--- config.mk ---
export PLATFORM = sky130hd
export DESIGN_NAME = boton_acondicionador_pulsos
export DESIGN_NICKNAME = d
export VERILOG_FILES = /design/src/rtl/boton_acondicionador_pulsos.sv
export SDC_FILE = /design/constraint.sdc
export NUM_CORES = 1
export LEC_CHECK = 0
export ABC_CLOCK_PERIOD_IN_PS = 4400
export BUFFER_PORTS_ARGS = -buffer_cell sky130_fd_sc_hd__buf_2
export CORE_MARGIN = 10
export CORE_UTILIZATION = 55
export CTS_BUF_LIST = sky130_fd_sc_hd__clkbuf_4 sky130_fd_sc_hd__clkbuf_8
export CTS_CLUSTER_SIZE = 12
export DETAILED_ROUTE_END_ITERATION = 8
export PLACE_DENSITY = 0.71
export SLEW_MARGIN = 0
export SYNTH_ARGS = -nofsm -noshare
export SYNTH_HDL_FRONTEND = slang
export SYNTH_SLANG_ARGS = --single-unit
--- constraint.sdc ---
create_clock -name clk -period 4.4 [get_ports clk]
set_clock_uncertainty 0.2 [all_clocks]
set_input_delay 0 -clock clk [delete_from_list [all_inputs] [get_ports clk]]
set_output_delay 0 -clock clk [all_outputs]
set_load 0.03 [all_outputs]
--- src/rtl/boton_acondicionador_pulsos.sv ---
// Pushbutton front end for the setpoint counter: synchronize, debounce, resolve
// conflicting presses and emit single-cycle up/down pulses with auto-repeat.
module boton_acondicionador_pulsos #(
  parameter int unsigned DEBOUNCE_CYCLES = 500000,
  parameter int unsigned REPEAT_DELAY    = 50000000,
  parameter int unsigned REPEAT_PERIOD   = 10000000,
  parameter int unsigned CNT_W           = 26
) (
  input  logic clk,
  input  logic reset,
  input  logic btn_up_raw,
  input  logic btn_down_raw,
  input  logic enable,
  output logic pulse_up,
  output logic pulse_down,
  output logic up_stable,
  output logic down_stable
);

  localparam logic [CNT_W-1:0] DB_LAST     = CNT_W'(DEBOUNCE_CYCLES - 1);
  localparam logic [CNT_W-1:0] DELAY_LAST  = CNT_W'(REPEAT_DELAY - 1);
  localparam logic [CNT_W-1:0] PERIOD_LAST = CNT_W'(REPEAT_PERIOD - 1);
  localparam logic [CNT_W-1:0] TIMER_MAX   = {CNT_W{1'b1}};

  typedef enum logic [2:0] {
    IDLE,
    HOLD_UP,
    HOLD_DOWN,
    REPEAT_UP,
    REPEAT_DOWN,
    LOCKOUT
  } state_t;

  // Bit 0 is the increase button, bit 1 the decrease button.
  logic [1:0] sync1;
  logic [1:0] sync2;
  logic [1:0] stable;
  logic [1:0] stable_prev;
  logic [1:0] toggle;

  state_t           state;
  state_t           state_next;
  logic [CNT_W-1:0] timer;
  logic [CNT_W-1:0] timer_d;
  logic             pulse_up_d;
  logic             pulse_down_d;
  logic             up_rise;
  logic             down_rise;

  always_ff @(posedge clk or posedge reset) begin
    if (reset) begin
      sync1       <= '0;
      sync2       <= '0;
      stable      <= '0;
      stable_prev <= '0;
    end else begin
      sync1       <= {btn_down_raw, btn_up_raw};
      sync2       <= sync1;
      stable      <= stable ^ toggle;
      stable_prev <= stable;
    end
  end

  // Per-button debounce: count consecutive samples that disagree with the stable level.
  for (genvar i = 0; i < 2; i++) begin : g_db
    logic [CNT_W-1:0] cnt;

    always_ff @(posedge clk or posedge reset) begin
      if (reset) begin
        cnt <= '0;
      end else if ((sync2[i] == stable[i]) || (cnt == DB_LAST)) begin
        cnt <= '0;
      end else begin
        cnt <= cnt + CNT_W'(1);
      end
    end

    assign toggle[i] = (sync2[i] != stable[i]) && (cnt == DB_LAST);
  end

  assign up_stable   = stable[0];
  assign down_stable = stable[1];
  assign up_rise     = stable[0] & ~stable_prev[0];
  assign down_rise   = stable[1] & ~stable_prev[1];

  always_ff @(posedge clk or posedge reset) begin
    if (reset) begin
      state      <= IDLE;
      timer      <= '0;
      pulse_up   <= 1'b0;
      pulse_down <= 1'b0;
    end else begin
      state      <= state_next;
      timer      <= timer_d;
      pulse_up   <= pulse_up_d;
      pulse_down <= pulse_down_d;
    end
  end

  // Next state; a second button always wins over an active hold by locking out.
  always_comb begin
    state_next = state;
    if (!enable) begin
      state_next = (|stable) ? LOCKOUT : IDLE;
    end else begin
      unique case (state)
        IDLE: begin
          if (up_rise && !stable[1])        state_next = HOLD_UP;
          else if (down_rise && !stable[0]) state_next = HOLD_DOWN;
          else if (up_rise || down_rise)    state_next = LOCKOUT;
        end
        HOLD_UP, REPEAT_UP: begin
          if (stable[1])       state_next = LOCKOUT;
          else if (!stable[0]) state_next = IDLE;
          else if ((state == HOLD_UP) && (timer == DELAY_LAST)) state_next = REPEAT_UP;
        end
        HOLD_DOWN, REPEAT_DOWN: begin
          if (stable[0])       state_next = LOCKOUT;
          else if (!stable[1]) state_next = IDLE;
          else if ((state == HOLD_DOWN) && (timer == DELAY_LAST)) state_next = REPEAT_DOWN;
        end
        LOCKOUT: begin
          if (stable == 2'b00) state_next = IDLE;
        end
        default: state_next = IDLE;
      endcase
    end
  end

  // Pulse and timer outputs; the timer restarts on every pulse and saturates otherwise.
  always_comb begin
    pulse_up_d   = 1'b0;
    pulse_down_d = 1'b0;
    timer_d      = (timer == TIMER_MAX) ? timer : timer + CNT_W'(1);
    unique case (state)
      IDLE: begin
        pulse_up_d   = (state_next == HOLD_UP);
        pulse_down_d = (state_next == HOLD_DOWN);
      end
      HOLD_UP:     pulse_up_d   = (state_next == REPEAT_UP);
      HOLD_DOWN:   pulse_down_d = (state_next == REPEAT_DOWN);
      REPEAT_UP:   pulse_up_d   = (state_next == REPEAT_UP) && (timer == PERIOD_LAST);
      REPEAT_DOWN: pulse_down_d = (state_next == REPEAT_DOWN) && (timer == PERIOD_LAST);
      default: ;
    endcase
    pulse_up_d   = pulse_up_d & enable;
    pulse_down_d = pulse_down_d & enable;
    if (pulse_up_d || pulse_down_d || (state_next inside {IDLE, LOCKOUT})) begin
      timer_d = '0;
    end
  end

endmodule

**Word-level counts from Yosys, hierarchy flattened**

Index checks and enable logic that the tools add are counted.

- Add/sub/neg operators: 3
- Eq/ne operators: 20
- Multiplexer cells: 19
- Bitwise gates (word level): 7
- Reductions and logical operators: 22

Operators by type and width:

| kind | count |
|---|---|
| $mux W26 | 4 |
| $add A26 B1 Y26 const B | 3 |
| $eq A26 B19 Y1 const B | 2 |
| $eq A26 B26 Y1 const B | 2 |
| $mux W3 | 12 |
| $eq A26 B24 Y1 const B | 1 |
| $eq A3 B2 Y1 const B | 4 |
| $eq A3 B3 Y1 const B | 4 |
| $pmux W3 S4 | 1 |
| $logic_and A1 B1 Y1 | 8 |
| $eq A3 B1 Y1 const B | 2 |
| $logic_not A3 Y1 | 2 |
| $pmux W1 S3 | 2 |
| $reduce_or A2 Y1 | 3 |
| $logic_or A1 B1 Y1 | 5 |
| $and A1 B1 Y1 | 4 |
| $eq A1 B1 Y1 | 2 |
| $logic_not A1 Y1 | 2 |
| $logic_not A2 Y1 | 1 |
| $ne A1 B1 Y1 | 2 |
| $ne A2 B1 Y1 const B | 1 |
| $not A1 Y1 | 2 |
| $reduce_bool A2 Y1 | 1 |
| $xor A2 B2 Y2 | 1 |

- Register bits after elaboration: 91
- Word-level logic and storage cells: 81

**Longest topological paths before layout**

- Word-level depth: 15
- Depth in mapped cells: 9

**Worst setup path after synthesis**

Ideal clock, no wire load.

- Path kind: register to register
- From: reg timer[7]
- To: reg timer[13]
- Setup time: 0.119 ns
- Arrival: 2.386 ns
- Slack: 1.695 ns
- Cell stages (with the launch flop): 10
- Buffers on the path: 2
- Period minus slack after synthesis: 2.705 ns
- Cell sequence: dfrtp_1 > buf_4 > or4_4 > nor4_4 > a31o_1 > a21oi_1 > or3b_4 > o211ai_4 > buf_6 > nor2_1

- Cells in the longest elaborated chain, start to end: 14
- Elaborated cells on any way between the ends: 32
- Classes of those cells: add/sub (1); eq/ne (9); mux (12); bitwise (2); reduce/logical (8)

RTL lines:

| element | line | text |
|---|---|---|
| start, declared | 43 | `logic [CNT_W-1:0] timer;` |
| start signal, assigned | 94 | `timer <= timer_d;` |
| $eq A26 B26 Y1 | 115, 120 |  |
| $logic_and A1 B1 Y1, on equally long branches | 120, 115 |  |
| $mux W3, on equally long branches | 120, 115 |  |
| $mux W3, on equally long branches | 119, 114 |  |
| $mux W3, on equally long branches | 118, 113 |  |
| $pmux W3 S4 | 106 | `unique case (state)` |
| $mux W3 | 103 | `if (!enable) begin` |
| $eq A3 B2 Y1 / $eq A3 B3 Y1 (equally long branches) | n/a |  |
| $logic_and A1 B1 Y1, on equally long branches | 142, 143 |  |
| $pmux W1 S3 | 135 | `unique case (state)` |
| $and A1 B1 Y1, on equally long branches | 146, 147 |  |
| $logic_or A1 B1 Y1 (2 in a row) | 148 | `if (pulse_up_d \|\| pulse_down_d \|\| (state_next inside {IDLE, LOCKOUT})) begin` |
| $ne A2 B1 Y1 (no line) / $mux W26 (equally long branches) | n/a |  |

Parallel ways exist; a longest one is shown, timed or not. The select of a mux whose other input is x is not followed.
A chain may end at the register's enable or synchronous reset.

**Worst setup path in the final report**

- From: reg timer[8]
- To: reg timer[15]

The elaborated chain is that of the path after synthesis.

==> impl_metrics.env <==
export IMPL_slowest_delay_ps=610
export IMPL_placementRows=33
export IMPL_setup_viol=0
export IMPL_final_max_slew_viol_count=0
export IMPL_clock_fmax_ghz=0.320
export IMPL_synth_flop_cell="dfrtp_1"
export IMPL_vias=3502
export IMPL_via_per_inst=5.69
export IMPL_critical_path_top_delay_family="simple AND/OR/NAND/NOR gates"
export IMPL_final_cells=615
export IMPL_path_buf_inv=0
export IMPL_slew_headroom_pct=35.2
export IMPL_syn_to_final_growth_pct=7.43
export IMPL_whs_ps=82.8
export IMPL_syn_cell_area_um2=4730
export IMPL_first_global_vias=3450
export IMPL_synth_edf_count=0
export IMPL_die_w_um=113
export IMPL_final_setup_worst_slack_ps=1270
export IMPL_worst_pin_slew_ps=973
export IMPL_async_flop_share_pct=100
export IMPL_max_cap_viol_count=0
export IMPL_drive_above_1_share_pct=8.82
export IMPL_numCtsBuffers=9
export IMPL_path_class="reg2reg"
export IMPL_die_area_um2=12700
export IMPL_tns_ps=0
export IMPL_yosys_area_top_type="dfrtp_1"
export IMPL_clk_pin_slew_ps=90
export IMPL_place_gp_congestion=0.883
export IMPL_drt_pass1_iter_count=4
export IMPL_yosysTopAreaCellShare_pct=48.1
export IMPL_postCtsSetupBuffers=0
export IMPL_post_place_ws_ps=1320
export IMPL_hp_class="in2reg"
export IMPL_slowest_stage="o211ai_4"
export IMPL_cts_root_buf="clkbuf_8"
export IMPL_drc=0
export IMPL_crit_arrival_ps=3130
export IMPL_dp_hpwl_um=6030
export IMPL_synthTopCellsByCount="nor2_1 (100), dfrtp_1 (91), xor2_1 (45), nand2_1 (41), nand3_1 (28)"
export IMPL_ys_types=54
export IMPL_globalRouteOverflowTotal=0
export IMPL_nFillCells=709
export IMPL_yosysMostFrequentCell="nor2_1"
export IMPL_grt_pass1_wl_um=15900
export IMPL_cts_tree="built"
export IMPL_antenna_found_initial=0
export IMPL_crit_fanout=26
export IMPL_syn_nets=504
export IMPL_cp_required_ps=4400
export IMPL_ys_seq_elements=91
export IMPL_finalCritPeriodShare_pct=71.0
export IMPL_grt_max_degree=48
export IMPL_netlist_instances=496
export IMPL_start_kind="register"
export IMPL_synth_yosys_seq_area_share_pct=48.1
export IMPL_finalHoldViolCount=0
export IMPL_p_leak_nw=2.16
export IMPL_drtIter0Drc=136
export IMPL_start_util_pct=57.0
export IMPL_htreeDepth=3
export IMPL_cp_end_kind="register"
export IMPL_finish_instance_area_um2=5080
export IMPL_cts_buffer_depth=2
export IMPL_dpl_cell_count=595
export IMPL_path_cells="or4_4 -> nor4_4 -> a31o_1 -> a21oi_1 -> or3b_4 -> o211ai_4 -> nor2_1"
export IMPL_postPlaceCellArea_um2=4810
export IMPL_powerDensity_nw_per_um2=302
export IMPL_antennaDiodeCount=0
export IMPL_synthTopCellsByArea="dfrtp_1 (48%), xor2_1 (8.3%), nor2_1 (7.9%)"
export IMPL_die_y_um=113
export IMPL_grt_util_all_layers_pct=14.5
export IMPL_io_pins=9
export IMPL_cts_sinks=91
export IMPL_wirelength_um=8960
export IMPL_portBuffers=8
export IMPL_avgSynthCellArea_um2=9.54
export IMPL_fin_nets=513
export IMPL_ys_warn_count=0
export IMPL_ir_drop_v=0.000212
export IMPL_grt_setup_unrepaired="no"
export IMPL_clk_latency_ps=360
export IMPL_antenna_left=0
export IMPL_post_route_min_period_ps=3130
export IMPL_core_area_um2=8300
export IMPL_status="finished clean"
export IMPL_wl_per_cell_um=14.6
timing repair:
item                      in CTS  in global routing
hold buffers                   4                  0
gates resized for setup        0                  0
hold endpoints to repair      50                  0
registers in the layout, summed over array words and instances, names as in the netlist, named ones only:
signal	cells
pulse_up	1
pulse_down	1
timer	26
state	3
stable_prev	2
g_db.cnt	52
sync1	2
sync2	2
where the power goes:
group / internal [mW] / leakage [nW] / switching (mW)
clock: 0.357 / 0.116 / 0.292
combinational: 0.0107 / 0.785 / 0.0297
sequential: 0.842 / 1.26 / 0.00518
cell usage in the layout, fill, tap and decap left out, types with 11 or more instances in the layout:
cell / count
dfrtp_1: 91
a21oi_1: 11
and3_1: 16
clkbuf_8: 11
nand3_1: 28
xnor2_1: 26
nor2_1: 100
nand4_1: 20
nand2_1: 41
xor2_1: 45
through the flow:
| stage | power, mW | util, % |
|---|---|---|
| detailed placement | 0.903 | 58.0 |
| finish | 1.54 | 61.2 |
| global route | 1.59 | 61.2 |
| CTS | 1.55 | 61.2 |
| global placement | 0.902 | 58.0 |
| floorplan | 0.892 | - |
cell families after synthesis:
kind of cell    synth area share, %
mux                           0.476
xor+xnor                       13.1
flops                          48.1
compound gates                 5.48
fa+ha+maj                     0.794
buf+inv                        2.99
simple gates                   29.0
final timing paths:
kind | from | end | cells past startpoint | slack (ps)
setup / recovery | timer[8]$_DFFE_PP0P_ | timer[15]$_DFFE_PP0P_ | 7 | 1270
hold / removal | btn_up_raw | sync1[0]$_DFF_PP0_ | 2 | 80
setup reg to reg | timer[8]$_DFFE_PP0P_ | timer[15]$_DFFE_PP0P_ | 7 | 1270
hold reg to reg | sync1[1]$_DFF_PP0_ | sync2[1]$_DFF_PP0_ | 0 | 160
max in group asynchronous | reset | timer[9]$_DFFE_PP0P_ | 4 | 2850
min in group asynchronous | reset | g_db[0].cnt[4]$_DFF_PP0_ | 3 | 90
cell type report:
type | count | area [um2] | area share (%)
multi-input combinational | 379 | 2310 | 45.5
sequential | 91 | 2280 | 44.8
clock buffer | 12 | 159 | 3.13
tap | 105 | 131 | 2.59
timing repair buffer | 13 | 87.6 | 1.72
clock inverter | 4 | 72.6 | 1.43
inverter | 11 | 42.5 | 0.837
layer usage:
layer,global-route usage [%],vias to the layer above,routed length (um)
li1,-,1711,-
met1,19.3,1715,4370
met2,22.9,61,4170
met3,2.43,15,266
met4,5.92,0,144
met5,0,-,0
(Power assumes the default switching activity.)
